$ cat src/rtl/keccak_pkg.sv
// Shared types and constants for the Keccak rate-block padder.
// KECCAK_SHA3_PAD_EN selects the SHA-3 domain pad byte (0x06) instead of Keccak's 0x01.
package keccak_pkg;

    localparam int BLK_W = 1152;
    localparam int CNT_W = 6;

    typedef enum logic [1:0] {
        MODE_1152 = 2'd0,
        MODE_1088 = 2'd1,
        MODE_832  = 2'd2,
        MODE_576  = 2'd3
    } mode_e;

    typedef enum logic [1:0] {
        ST_FILL,
        ST_PAD,
        ST_FULL,
        ST_DONE
    } state_e;

    localparam int RATE_1152 = 1152;
    localparam int RATE_1088 = 1088;
    localparam int RATE_832  = 832;
    localparam int RATE_576  = 576;

    localparam logic [7:0] PAD_END = 8'h80;
`ifdef KECCAK_SHA3_PAD_EN
    localparam logic [7:0] PAD_BYTE = 8'h06;
`else
    localparam logic [7:0] PAD_BYTE = 8'h01;
`endif

    function automatic int rate_bits(input mode_e m);
        case (m)
            MODE_1152: return RATE_1152;
            MODE_1088: return RATE_1088;
            MODE_832:  return RATE_832;
            default:   return RATE_576;
        endcase
    endfunction

    // Words per block for a given rate and input word size.
    function automatic logic [CNT_W-1:0] wpb(input mode_e m, input int in_bytes);
        return CNT_W'(rate_bits(m) / (8 * in_bytes));
    endfunction

endpackage

$ cat src/rtl/keccak_pad_word.sv
// Combinational last-word former: keeps the valid leading bytes, inserts the
// pad byte right after them and zeroes the rest. Non-last words pass through.
module keccak_pad_word
    import keccak_pkg::*;
#(
    parameter int IN_BYTES = 4
) (
    input  logic [8*IN_BYTES-1:0]       in,
    input  logic [$clog2(IN_BYTES)-1:0] byte_num,
    input  logic                        is_last,
    output logic [8*IN_BYTES-1:0]       word
);

    localparam int BW = $clog2(IN_BYTES);

    // Byte 0 is the most significant byte of the word.
    for (genvar b = 0; b < IN_BYTES; b++) begin : g_byte
        localparam int HI = 8 * (IN_BYTES - b) - 1;
        assign word[HI -: 8] = (!is_last || (BW'(b) < byte_num)) ? in[HI -: 8] :
                               (BW'(b) == byte_num)               ? PAD_BYTE   : 8'h00;
    end

endmodule

$ cat src/rtl/keccak_padder_p.sv
// Keccak padder: packs input words into a left-aligned rate block, pads the
// final block and hands it over with out_ready/ack. Pad byte set by KECCAK_SHA3_PAD_EN.
module keccak_padder_p
    import keccak_pkg::*;
#(
    parameter int IN_BYTES = 4
) (
    input  logic                        clk,
    input  logic                        reset,
    input  logic [8*IN_BYTES-1:0]       in,
    input  logic                        in_ready,
    input  logic                        is_last,
    input  logic [$clog2(IN_BYTES)-1:0] byte_num,
    input  logic [1:0]                  mode,
    input  logic                        ack,
    output logic                        buffer_full,
    output logic [BLK_W-1:0]            out,
    output logic                        out_ready,
    output logic                        out_last
);

    localparam int W = 8 * IN_BYTES;
    localparam logic [BLK_W-1:0] TOP_MASK = {{W{1'b1}}, {(BLK_W-W){1'b0}}};

    state_e           state, state_nx;
    mode_e            mode_q, mode_eff;
    logic             mid;
    logic [CNT_W-1:0] cnt, last_idx;
    logic [W-1:0]     pad_word, wr_word;
    logic [BLK_W-1:0] wr_mask, wr_data;
    logic             take, wr_en, at_end, closing;

    keccak_pad_word #(.IN_BYTES(IN_BYTES)) u_pad (
        .in       (in),
        .byte_num (byte_num),
        .is_last  (is_last),
        .word     (pad_word)
    );

    // The first word of a message uses the live mode; everything after uses the latched copy.
    assign mode_eff = mid ? mode_q : mode_e'(mode);
    assign last_idx = wpb(mode_eff, IN_BYTES) - CNT_W'(1);
    assign at_end   = (cnt == last_idx);
    assign take     = (state == ST_FILL) && in_ready;
    assign wr_en    = take || (state == ST_PAD);
    assign closing  = at_end && ((take && is_last) || (state == ST_PAD));

    always_comb begin
        wr_word = (state == ST_PAD) ? '0 : pad_word;
        if (closing) wr_word[7:0] = wr_word[7:0] | PAD_END;
    end

    assign wr_mask = TOP_MASK >> (int'(cnt) * W);
    assign wr_data = {wr_word, {(BLK_W-W){1'b0}}} >> (int'(cnt) * W);

    always_comb begin
        state_nx = state;
        case (state)
            ST_FILL: begin
                if (take) begin
                    if (at_end)       state_nx = is_last ? ST_DONE : ST_FULL;
                    else if (is_last) state_nx = ST_PAD;
                end
            end
            ST_PAD:           if (at_end) state_nx = ST_DONE;
            ST_FULL, ST_DONE: if (ack)    state_nx = ST_FILL;
            default:          state_nx = ST_FILL;
        endcase
    end

    always_ff @(posedge clk) begin
        if (reset) begin
            state       <= ST_FILL;
            buffer_full <= 1'b0;
            out_ready   <= 1'b0;
            out_last    <= 1'b0;
        end else begin
            state       <= state_nx;
            buffer_full <= (state_nx != ST_FILL);
            out_ready   <= (state_nx == ST_FULL) || (state_nx == ST_DONE);
            out_last    <= (state_nx == ST_DONE);
        end
    end

    always_ff @(posedge clk) begin
        if (reset) begin
            out    <= '0;
            cnt    <= '0;
            mode_q <= MODE_1152;
            mid    <= 1'b0;
        end else begin
            if (take && !mid) begin
                mode_q <= mode_e'(mode);
                mid    <= 1'b1;
            end
            if (wr_en) begin
                out <= (out & ~wr_mask) | wr_data;
                cnt <= cnt + CNT_W'(1);
            end
            // Handover clears the block; only a finished message releases the mode latch.
            if (ack && ((state == ST_FULL) || (state == ST_DONE))) begin
                out <= '0;
                cnt <= '0;
                if (state == ST_DONE) mid <= 1'b0;
            end
        end
    end

endmodule

$ cat config.mk
export PLATFORM = sky130hd
export DESIGN_NAME = keccak_padder_p
export DESIGN_NICKNAME = d
export VERILOG_FILES = /design/src/rtl/keccak_pkg.sv /design/src/rtl/keccak_pad_word.sv /design/src/rtl/keccak_padder_p.sv
export SDC_FILE = /design/constraint.sdc
export NUM_CORES = 2
export LEC_CHECK = 0
export ABC_AREA = 1
export CAP_MARGIN = 20
export CORE_AREA = 2 2 465 467
export DETAILED_ROUTE_END_ITERATION = 10
export DIE_AREA = 0 0 467 469
export SLEW_MARGIN = 5
export SYNTH_ARGS = -nofsm -noshare
export SYNTH_HDL_FRONTEND = slang
export SYNTH_SLANG_ARGS = --single-unit
$ cat constraint.sdc
create_clock -name clk -period 2.6 [get_ports clk]
set_input_delay 0.39 -clock clk [delete_from_list [all_inputs] [get_ports clk]]
set_output_delay 0.39 -clock clk [all_outputs]
set_load 0.01 [all_outputs]
==> out/summary.md <==
Maximum level of the CTS H-tree: 4. The overflow left after global routing came out at 0. The root buffer selected by CTS is clkbuf_16. Between clock sinks in the finished design, the worst skew comes to 46.00 ps.

The max-capacitance violation count was 0. After filler insertion, the fill cell instance count of the layout stands at 22540. The tightest hold path in the finished design has a slack of 274.4 ps. For the worst setup path, the data required time is 2210 ps.

Category of the most critical setup path: flip-flop to output port. In this run the cell area of the synthesized design comes to 44400 um2. The core region is 213800 um2.

For this design the static power due to leakage is 23.06 nW. The first global-routing pass estimated 389.8 mm of wire. The tools report the residual antenna-violating net count after detailed routing as 0. Setup repair after global routing left no endpoint under its margin.

The die area is 219000 um2, and the area overhead of the layout relative to synthesis is 54.52%. The number of cells on the worst reg-to-reg path is 13. In this design, the stage delay of the slowest critical-path cell is 1000 ps. The total power density per cell area is 639.6 nW/um2. The combined buffer and inverter count along the critical path is 1, and the pin count of the biggest net entering global routing is 100. The library cells used most frequently in the layout, excluding fill and tap cells, are nand2_1, clkdlybuf4s50_1, dfxtp_1, a21oi_1, buf_4.

In the global route stage, met2 resource usage came out at 37.72%. The floorplan step set the die width to 467 um. For met3 alone, demand over resource in global routing was 9.883%. In this run, distinct cell masters in the synthesized netlist total 33.

Dividing the detail-routed via count by the number of cells gives 4.754. The tools report the weighted congestion at the end of routability-driven global placement as 0.9134. Overall power consumption after layout is estimated at 43.88 mW.

Synthesis inferred 1165 register bits. Summing all flip-flop and latch instances after layout gives 23330 um2. For the finished layout, the period the worst path requires is 2544 ps. The share of final-layout standard cells stronger than drive strength 1 was 11.82%; the post-synthesis cell count was 6040. Pin placement for this block handled 1196 I/O pins. In the final layout, the multi-input gates occupy 18600 um2.

The worst-margin pin slew was 920.4 ps; the arrival time of data at the critical path endpoint was 2150 ps. STA classifies the critical path startpoint as a flip-flop. The most frequent standard cell in the layout excluding fill and tap cells is nand2_1. The fraction of the cycle the final worst path needs was 97.85%; the number of nets produced by synthesis was 6087. The number of buffers inserted during clock tree synthesis was 140; the sequential cell area fraction in the yosys report was 52.53%. For the count of synthesis-stage warnings from yosys, the log shows 0.

The worst hold path belongs to the class input pin to flip-flop. Cell taking the most area after synthesis: dfxtp_1. The flow ran to the end, and the final reports show no timing, DRC or antenna violations. The top cell type's share of synthesized area was 52.53%; the achievable clock frequency was 393.1 MHz. The initial antenna violation count is 30. The detailed-route via count was 49520. In the final timing run, aggregate negative setup slack is 0 ps. Ranked by total cell area, the synthesized netlist is headed by dfxtp_1, nand2_1, a21oi_1.

Clock-pin slew was measured on the worst setup and hold paths at 60 ps. Walking the worst path, the cells encountered are clkdlybuf4s50_1. The maximum fanout along the worst path came out at 2.

Summed over all nets, the half-perimeter wirelength after detailed placement is 223.6 mm. The number of global-route vias before repair is 46800, and the effective utilization at floorplan is 20.77%. Depth of the critical timing path with buffers and inverters included: 1. The logs give 7492 for the number of nets in the layout and 292.5 mm for the post-detailed-routing wire length. For met1 alone, demand over resource in global routing was 32.21%.

In this run, the number of DRC markers left after iteration 0 of detailed routing was 5117. Counting instances, the worst hold path has a depth of 3. The worst voltage drop across the vdd grid came out at 0.0007033 V. The initialized floorplan defines 170 standard-cell rows.

The floorplan step set the die height to 469 um. The global-route total usage across every layer was 25.49%. The clock net in this run drives a total of 1165 sinks. Averaged over all synthesized cells, the footprint is 7.351 um2.

After detailed routing, the number of remaining DRC violations is 0. Peak-usage layer in the global routing report: met2. Cells fill 32.09% of the core in the end. The clock passes through at most 3 buffers. The logs give 38.64% for the worst slew slack as a fraction of its limit and 0 for the number of hold violations in the final report. After detailed routing, the average wire length per cell comes to 28.08 um. During placement, the flow inserted port buffers numbering 1195.

The logs give 840 ps for the clock insertion delay at the later pin of the skew report and 0 for the cts-stage hold buffer count. For this run, the detailed router's first-pass iteration total came to 7. For the number of pins with negative max-slew slack in the final report, the log shows 0. On the critical path, the stage with the largest delay is an instance of clkdlybuf4s50_1. Top cell family by delay on the critical path: buffers and inverters. The tools report the endpoint type of the worst setup path as an output port. Setup violations remaining at the end of the flow were counted as 0.

TritonCTS built the clock tree.
==> report_power, final <==
part	switching [mW]	internal [mW]	total (mW)
registers	0.128	18.0	18.1
clock network	8.88	12.4	21.3
logic	3.11	1.37	4.48
total	12.1	31.8	43.9
==> flip-flops by register name, indices dropped and copies added (netlist names) <==
register	count
buffer_full	1
cnt	6
mid	1
mode_q	2
out	1152
out_last	1
out_ready	1
state	1
==> stage by stage <==
step / setup slack, ps / instance area, um2 / instances
after floorplan: 720.7 / 44400 / 6040
after global routing: 10.24 / 68580 / 10410
after global placement: -1238 / 63440 / 10140
after detailed placement: -1210 / 63440 / 10140
after CTS: 2.252 / 68500 / 10390
final: 55.85 / 68600 / 10420
==> final timing paths <==
kind          endpoint       from  slack (ps)
min          mode_q[0]    mode[0]         270
max            out[65]    out[65]          60
max reg2reg    out[37]  out_ready         100
min reg2reg   out[929]   out[929]         460
==> cells by family after synthesis <==
group | after synthesis | share of synthesized area [%]
DFF | 1165 | 52.53
AOI/OAI and AO/OA | 1207 | 13.75
buffers and inverters | 603 | 5.842
adders and majority gates | 6 | 0.1691
and+or+nand+nor | 3059 | 27.71
==> Yosys cell counts, drive strengths merged <==
master	n
nand2	2316
dfxtp	1165
a21oi	1149
nor2	376
buf	246
clkbuf	230
nor3	196
nand3	167
inv	123
o21ai	36
a22oi	16
ha	6
clkinv	4
a31oi	3
nand4	3
o21a	2
a211oi	1
nor4	1
==> final cells by class <==
class,count,share of cell area (%)
sequential,1165,34.01
multi-input combinational,4272,27.11
timing repair buffer,1739,25.60
clock buffer,192,5.904
tap,2838,5.176
clock inverter,59,1.382
inverter,127,0.7368
antenna,23,0.08390
==> worst reg2reg max path, delay by kind of cell (launching register included) <==
| kind | cells | cell delay (ps) |
|---|---|---|
| buffers and inverters | 5 | 730 |
| and+or+nand+nor | 7 | 1210 |
| DFF | 1 | 390 |
| AOI/OAI and AO/OA | 1 | 130 |
==> layer usage <==
layer / vias to the layer above / part of all wire, %
li1: 22290 / -
met1: 24040 / 41
met2: 2703 / 42
met3: 473 / 11
met4: 10 / 5.3
met5: - / 0.021
==> what timing repair did <==
item                       in CTS  in global routing
buffers inserted                3                  2
setup endpoints to repair      29                 71
gates resized for setup         7                  9
gates cloned                    0                  0
pin swaps                       1                  1
No activity file was read; power rests on OpenSTA's default activity.
